==> config.mk <==
export PLATFORM = sky130hd
export DESIGN_NAME = perf_counter_bank_flat
export DESIGN_NICKNAME = d
export VERILOG_FILES = /design/src/rtl/perf_counter_bank_if.sv /design/src/rtl/perf_counter_bank.sv /design/src/flat_wrapper.sv
export SDC_FILE = /design/constraint.sdc
export NUM_CORES = 1
export LEC_CHECK = 0
export BUFFER_PORTS_ARGS = -buffer_cell sky130_fd_sc_hd__buf_2
export CAP_MARGIN = 20
export CORE_MARGIN = 2
export CORE_UTILIZATION = 56
export CTS_CLUSTER_SIZE = 30
export DETAILED_ROUTE_END_ITERATION = 12
export PLACE_DENSITY = 0.87
export SYNTH_ARGS = -nofsm -noshare
export SYNTH_HDL_FRONTEND = slang
export SYNTH_SLANG_ARGS = --single-unit
==> constraint.sdc <==
create_clock -name clk -period 3.3 [get_ports clk]
set_clock_uncertainty 0.15 [all_clocks]
set_input_delay 0.495 -clock clk [delete_from_list [all_inputs] [get_ports clk]]
set_output_delay 0.495 -clock clk [all_outputs]
set_load 0.05 [all_outputs]
==> src/rtl/perf_counter_bank_if.sv <==
// MEM-stage store port into the performance counter window.
// The master drives the store, and the slave returns the window hit and the acknowledge.
interface perf_counter_bank_if;
  logic        mem_write;
  logic [31:0] mem_address;
  logic [31:0] mem_wdata;
  logic [3:0]  mem_byte_enable;
  logic        wr_hit;
  logic        wr_resp;

  modport master (
    output mem_write,
    output mem_address,
    output mem_wdata,
    output mem_byte_enable,
    input  wr_hit,
    input  wr_resp
  );

  modport slave (
    input  mem_write,
    input  mem_address,
    input  mem_wdata,
    input  mem_byte_enable,
    output wr_hit,
    output wr_resp
  );
endinterface

==> src/rtl/perf_counter_bank.sv <==
// Nine 32-bit event counters plus a CTRL word, all memory-mapped at BASE.
// Software stores to the window can preset, clear or freeze the counters.
module perf_counter_bank #(
  parameter logic [31:0] BASE  = 32'h0000_0000,
  parameter int          WIDTH = 32
) (
  input  logic             clk,
  input  logic             rst,
  input  logic             ev_branch,
  input  logic             ev_mispredict,
  input  logic             ev_icache_hit,
  input  logic             ev_icache_miss,
  input  logic             ev_dcache_hit,
  input  logic             ev_dcache_miss,
  input  logic             ev_l2_hit,
  input  logic             ev_l2_miss,
  input  logic             ev_stall,
  perf_counter_bank_if.slave bus,
  output logic [WIDTH-1:0] branch,
  output logic [WIDTH-1:0] mispredict,
  output logic [WIDTH-1:0] I_cache_hit,
  output logic [WIDTH-1:0] I_cache_miss,
  output logic [WIDTH-1:0] D_cache_hit,
  output logic [WIDTH-1:0] D_cache_miss,
  output logic [WIDTH-1:0] l2_cache_hit,
  output logic [WIDTH-1:0] l2_cache_miss,
  output logic [WIDTH-1:0] stall_counter,
  output logic             count_en
);

  localparam int          NUM_CNT    = 9;
  localparam logic [3:0]  CTRL_IDX   = 4'd9;
  localparam logic [31:0] LAST_OFFS  = 32'h0000_0024;

  logic [WIDTH-1:0] cnt_r     [NUM_CNT];
  logic [WIDTH-1:0] cnt_nxt_s [NUM_CNT];
  logic             count_en_r;
  logic             count_en_nxt_s;
  logic             wr_resp_r;
  logic [31:0]      offset_s;
  logic [3:0]       idx_s;
  logic             hit_s;
  logic             ctrl_wr_s;
  logic             clear_s;
  logic [NUM_CNT-1:0] ev_s;

  function automatic logic [WIDTH-1:0] merge_lanes(
    input logic [WIDTH-1:0] old_v,
    input logic [31:0]      new_v,
    input logic [3:0]       be
  );
    logic [WIDTH-1:0] res;
    res = old_v;
    for (int b = 0; b < 4; b++) begin
      if (be[b]) begin
        res[8*b +: 8] = new_v[8*b +: 8];
      end else begin
        res[8*b +: 8] = old_v[8*b +: 8];
      end
    end
    return res;
  endfunction

  assign ev_s = {ev_stall, ev_l2_miss, ev_l2_hit, ev_dcache_miss, ev_dcache_hit,
                 ev_icache_miss, ev_icache_hit, ev_mispredict, ev_branch};

  // An address below BASE wraps to a large offset, so one unsigned compare bounds the window.
  assign offset_s  = bus.mem_address - BASE;
  assign hit_s     = bus.mem_write && (offset_s <= LAST_OFFS) && (offset_s[1:0] == 2'b00);
  assign idx_s     = offset_s[5:2];
  assign ctrl_wr_s = hit_s && (idx_s == CTRL_IDX) && bus.mem_byte_enable[0];
  assign clear_s   = ctrl_wr_s && bus.mem_wdata[1];

  // Next counter values: clear beats a store, and a store beats that cycle's event.
  always_comb begin
    count_en_nxt_s = count_en_r;
    if (ctrl_wr_s) begin
      count_en_nxt_s = bus.mem_wdata[0];
    end else begin
      count_en_nxt_s = count_en_r;
    end
    for (int i = 0; i < NUM_CNT; i++) begin
      cnt_nxt_s[i] = cnt_r[i];
      if (clear_s) begin
        cnt_nxt_s[i] = {WIDTH{1'b0}};
      end else if (hit_s && (idx_s == 4'(i))) begin
        cnt_nxt_s[i] = merge_lanes(cnt_r[i], bus.mem_wdata, bus.mem_byte_enable);
      end else if (count_en_r && ev_s[i]) begin
        cnt_nxt_s[i] = cnt_r[i] + WIDTH'(1);
      end else begin
        cnt_nxt_s[i] = cnt_r[i];
      end
    end
  end

  // State registers, with reset taking priority over events and stores.
  always_ff @(posedge clk) begin
    if (rst) begin
      for (int i = 0; i < NUM_CNT; i++) begin
        cnt_r[i] <= {WIDTH{1'b0}};
      end
      count_en_r <= 1'b1;
      wr_resp_r  <= 1'b0;
    end else begin
      for (int i = 0; i < NUM_CNT; i++) begin
        cnt_r[i] <= cnt_nxt_s[i];
      end
      count_en_r <= count_en_nxt_s;
      wr_resp_r  <= hit_s;
    end
  end

  assign bus.wr_hit  = hit_s;
  assign bus.wr_resp = wr_resp_r;

  assign branch        = cnt_r[0];
  assign mispredict    = cnt_r[1];
  assign I_cache_hit   = cnt_r[2];
  assign I_cache_miss  = cnt_r[3];
  assign D_cache_hit   = cnt_r[4];
  assign D_cache_miss  = cnt_r[5];
  assign l2_cache_hit  = cnt_r[6];
  assign l2_cache_miss = cnt_r[7];
  assign stall_counter = cnt_r[8];
  assign count_en      = count_en_r;

endmodule

==> src/flat_wrapper.sv <==
// flat-port wrapper written by rule: the top's interface ports become plain ports
module perf_counter_bank_flat 
#(
  parameter logic [31:0] BASE  = 32'h0000_0000,
  parameter int          WIDTH = 32
)
  (clk, rst, ev_branch, ev_mispredict, ev_icache_hit, ev_icache_miss, ev_dcache_hit, ev_dcache_miss, ev_l2_hit, ev_l2_miss, ev_stall, branch, mispredict, I_cache_hit, I_cache_miss, D_cache_hit, D_cache_miss, l2_cache_hit, l2_cache_miss, stall_counter, count_en, bus_mem_write, bus_mem_address, bus_mem_wdata, bus_mem_byte_enable, bus_wr_hit, bus_wr_resp);
  perf_counter_bank_if bus_i ();
  input  logic clk;
  input  logic rst;
  input  logic ev_branch;
  input  logic ev_mispredict;
  input  logic ev_icache_hit;
  input  logic ev_icache_miss;
  input  logic ev_dcache_hit;
  input  logic ev_dcache_miss;
  input  logic ev_l2_hit;
  input  logic ev_l2_miss;
  input  logic ev_stall;
  output logic [WIDTH-1:0] branch;
  output logic [WIDTH-1:0] mispredict;
  output logic [WIDTH-1:0] I_cache_hit;
  output logic [WIDTH-1:0] I_cache_miss;
  output logic [WIDTH-1:0] D_cache_hit;
  output logic [WIDTH-1:0] D_cache_miss;
  output logic [WIDTH-1:0] l2_cache_hit;
  output logic [WIDTH-1:0] l2_cache_miss;
  output logic [WIDTH-1:0] stall_counter;
  output logic count_en;
  input wire logic [$bits(bus_i.mem_write)-1:0] bus_mem_write;
  input wire logic [$bits(bus_i.mem_address)-1:0] bus_mem_address;
  input wire logic [$bits(bus_i.mem_wdata)-1:0] bus_mem_wdata;
  input wire logic [$bits(bus_i.mem_byte_enable)-1:0] bus_mem_byte_enable;
  output wire logic [$bits(bus_i.wr_hit)-1:0] bus_wr_hit;
  output wire logic [$bits(bus_i.wr_resp)-1:0] bus_wr_resp;
  assign bus_i.mem_write = bus_mem_write;
  assign bus_i.mem_address = bus_mem_address;
  assign bus_i.mem_wdata = bus_mem_wdata;
  assign bus_i.mem_byte_enable = bus_mem_byte_enable;
  assign bus_wr_hit = bus_i.wr_hit;
  assign bus_wr_resp = bus_i.wr_resp;
  perf_counter_bank #(.BASE(BASE), .WIDTH(WIDTH)) u_core (.clk(clk), .rst(rst), .ev_branch(ev_branch), .ev_mispredict(ev_mispredict), .ev_icache_hit(ev_icache_hit), .ev_icache_miss(ev_icache_miss), .ev_dcache_hit(ev_dcache_hit), .ev_dcache_miss(ev_dcache_miss), .ev_l2_hit(ev_l2_hit), .ev_l2_miss(ev_l2_miss), .ev_stall(ev_stall), .bus(bus_i), .branch(branch), .mispredict(mispredict), .I_cache_hit(I_cache_hit), .I_cache_miss(I_cache_miss), .D_cache_hit(D_cache_hit), .D_cache_miss(D_cache_miss), .l2_cache_hit(l2_cache_hit), .l2_cache_miss(l2_cache_miss), .stall_counter(stall_counter), .count_en(count_en));
endmodule
==> key figures <==
Status
  • Run status: finished clean

Clocking
  • CTS H-tree depth: 2
  • Hold-fix buffers, CTS: 0
  • Clock Tree Root: clkbuf_16
  • Post-CTS setup buffers: 0
  • TritonCTS clock tree: yes
  • Number of CTS-inserted buffers: 34
  • Resize count post-CTS: 0
  • Clock transition at path regs: roughly 0.060 ns
  • CTS Sinks: 290
  • CTS Buffer Depth: 3
  • Clock network latency to the later pin of the worst-skew pair: roughly 0.53 ns

Logic synthesis
  • Syn Area/Cell: 7.58 um2
  • Synthesized area: about 0.018 mm2
  • Net Count, Synth: roughly 2400
  • Adder-cell share of the synthesized area: less than 1%
  • Share of the synthesized area in the top cell type: between 30% and 40%
  • Post-synthesis register bit count: between 200 and 300
  • Multiplexer share of the synthesized area: 1.70%
  • Synth Area in Compound Gates: around 26%
  • Cell variety after synth: 85
  • Largest family of logic cells by synthesized area: simple AND/OR/NAND/NOR gates
  • Async S/R FF share, synth: 0%
  • Seq/Total Area, Yosys: 32.9%
  • Post-synth EDFFs: 0
  • Post-synth top area cell: dfxtp_1
  • Top FF cell, synth: dfxtp_1
  • Post-synthesis instance total: between 2000 and 2500
  • Synth warnings: 0
  • Area contributors post-synth: dfxtp_1 (33%), a211oi_1 (6.0%), nor3_1 (5.8%), o21ai_0 (5.4%), nand2_1 (4.4%)
  • Post-Synth Simple-Gate Area: approximately 33%
  • Xor/xnor share of the synthesized area: 1.04%

Finish
  • Most common cell after layout, fill and taps aside: buf_2
  • # fillers: between 2000 and 3000
  • Area taken by multi-input logic gates: roughly 0.011 mm2
  • Nets: approximately 2700
  • Commonest non-fill, non-tap cells in the layout: buf_2 (370), dfxtp_1 (290), nand2_1 (206), nor3_1 (203), o21ai_0 (190)
  • Finished Layout Cells: a little over 3000
  • Share of layout cells above drive strength 1: 20.4%
  • Syn-to-layout area delta: 19.1%
  • Reg area: roughly 0.0058 mm2
  • Layout Utilization: 68.1%

Pwr
  • Lkg Pwr: 0.00812 uW
  • Pwr Total: around 8300 uW
  • Worst IR Drop VDD: 0.000455 V
  • Power Density: 394 mW/mm2

Setup path
  • CP bufs+invs: 1
  • CP arrival: 3.35 ns
  • CP Max Fanout: 13
  • Crit. End Element: flip-flop
  • Slowest Stage Delay on Critical Path: ~0.9 ns
  • Crit-path cells: buf_4 -> nand2_1 -> nor2_1 -> a311oi_1 -> a2111oi_2
  • Worst path slowest cell: nor2_1
  • Setup CP Type: flip-flop to flip-flop
  • CP top delay family: simple AND/OR/NAND/NOR gates
  • CP required: roughly 3.6 ns
  • CP startpoint kind: flip-flop

Timing
  • Hold Vio Cnt, Final: 0
  • Fin Setup TNS: 0 ns
  • Max-slew violations: 0
  • Crit share post-route: about 93%
  • Worst Max-Slew Pin Slew: 1.08 ns
  • Max_slew headroom: ~28%
  • Fmax: around 0.32 GHz
  • RSZ-0062 raised after global routing: false
  • Tmin final: approximately 3 ns
  • Setup violators final: 0

Floorplan
  • Die X: ~180 um
  • Die Span Y: around 180 um
  • Die area: between 0.03 and 0.04 mm2
  • Core area: 0.0308 mm2
  • Floorplan row count: between 60 and 70
  • Initial Util: a little under three fifths
  • Io pins: ~370

Placement
  • Gpl congestion: between 1 and 1.5
  • Placed insts: about 3000
  • PortBufs: 370
  • Final HPWL DP: approximately 53000 um

Global routing
  • Gr ovfl total: 0
  • Initial antenna violation count: 4
  • GRT Total Usage: a little over two fifths
  • Global route hottest layer: met2
  • Met3 Use GR: between 10% and 20%
  • Global-route track usage on met2: between 60% and 70%
  • Vias in the first global route: a little under 20000
  • Largest net degree at the start of global routing: between 90 and 100
  • First-pass GRT wire length: 114000 um
  • GR Util met1: a little under three fifths

Drt
  • Drt first-iter violations: 3536
  • Final WL: ~76000 um
  • Vias per cell: 7.17
  • Vias: about 22000
  • Wire length per cell: between 20 and 25 um
  • Routed Antenna Nets: 0
  • # DRC: 0
  • Pre-antenna DRT Iters: 7

Hold path
  • Min-delay worst type: input port to flip-flop

Run
  • Max-cap violation count: 0
==> power breakdown <==
group	switching, uW	internal, uW	total (uW)	leakage, uW
combinational	696	204	901	0.00526
clock	1610	2150	3760	0.000521
sequential	70.2	3550	3620	0.00235
total	2370	5900	8280	0.00812
==> per-layer routing <==
layer / up-vias / wire length [um]
li1: 9688 / -
met1: 10100 / 27000
met2: 1901 / 30600
met3: 472 / 11800
met4: 0 / 6800
met5: - / 0
==> cell type report <==
class	count	share of cell area (%)
diodes	4	0.0477
clock buffers	51	4.50
clock inverters	10	0.566
inverters	40	0.715
multi-input cells	1855	52.8
flip-flops and latches	290	27.6
well taps	396	2.36
repair buffers	439	11.4
==> synth_stat cells (5+ instances only) <==
| library cell | instances |
|---|---|
| a221oi_1 | 9 |
| a311oi_1 | 45 |
| o21ai_0 | 190 |
| o221ai_1 | 14 |
| mux2_2 | 7 |
| nor3b_1 | 13 |
| nand2_1 | 206 |
| buf_2 | 30 |
| o22ai_1 | 20 |
| inv_1 | 39 |
| nor4b_1 | 6 |
| nand3_1 | 147 |
| or4_1 | 13 |
| a2bb2oi_1 | 12 |
| a31oi_1 | 23 |
| o21a_1 | 9 |
| xor2_1 | 7 |
| dfxtp_1 | 290 |
| xnor2_1 | 14 |
| nor4_1 | 55 |
| clkbuf_1 | 91 |
| and2_1 | 35 |
| or3_1 | 16 |
| a21o_1 | 6 |
| nand2b_1 | 18 |
| and3_1 | 80 |
| nor2_1 | 160 |
| nor3_1 | 203 |
| and4_1 | 24 |
| o211a_1 | 7 |
| buf_1 | 11 |
| a2111oi_0 | 6 |
| or2_2 | 5 |
| ha_1 | 9 |
| nor4_2 | 10 |
| a21oi_1 | 143 |
| o211ai_1 | 19 |
| nand4_1 | 78 |
| nand4b_1 | 7 |
| mux2i_1 | 14 |
| a211oi_1 | 140 |
==> sequential cells by signal, indices dropped and copies added (netlist names) <==
register	flops
u_core.count_en	1
u_core.bus.wr_resp	1
u_core.cnt_r	288
==> path summary, 6_finish.rpt <==
check	endpoint	slack, ns	depth (start not counted)	startpoint
worst min-delay path	u_core.bus.wr_resp$_SDFF_PP0_	0.02	2	rst
worst min register to register	u_core.cnt_r[0][284]$_SDFFE_PP0P_	0.33	1	u_core.cnt_r[0][284]$_SDFFE_PP0P_
worst max register to register	u_core.cnt_r[0][37]$_SDFFE_PP0P_	0.22	5	u_core.count_en$_SDFFE_PP1P_
worst max-delay path	u_core.cnt_r[0][37]$_SDFFE_PP0P_	0.22	5	u_core.count_en$_SDFFE_PP1P_
==> metrics by stage <==
stage	area (um2)	worst slack (ns)	hold WS, ns
3_5_place_dp	19900	0.186	0.320
2_1_floorplan	17600	0.458	0.417
6_report	21000	0.219	0.0163
4_1_cts	21000	0.415	0.0127
5_1_grt	21000	0.242	0.0228
3_3_place_gp	19900	0.269	0.324
==> cell families after synthesis <==
logic type	after synthesis
xor gates and xnor gates	21
AOI/OAI and AO/OA	696
DFF	290
muxes	25
and+or+nand+nor	1104
buffers and inverters	182
adders and majority gates	9
==> worst reg2reg max path: stages (launching register included) <==
cell and delay, ns:
dfxtp_1 0.75, buf_4 0.32, nand2_1 0.25, nor2_1 0.90
a311oi_1 0.28, a2111oi_2 0.33
(Power assumes the default switching activity.)
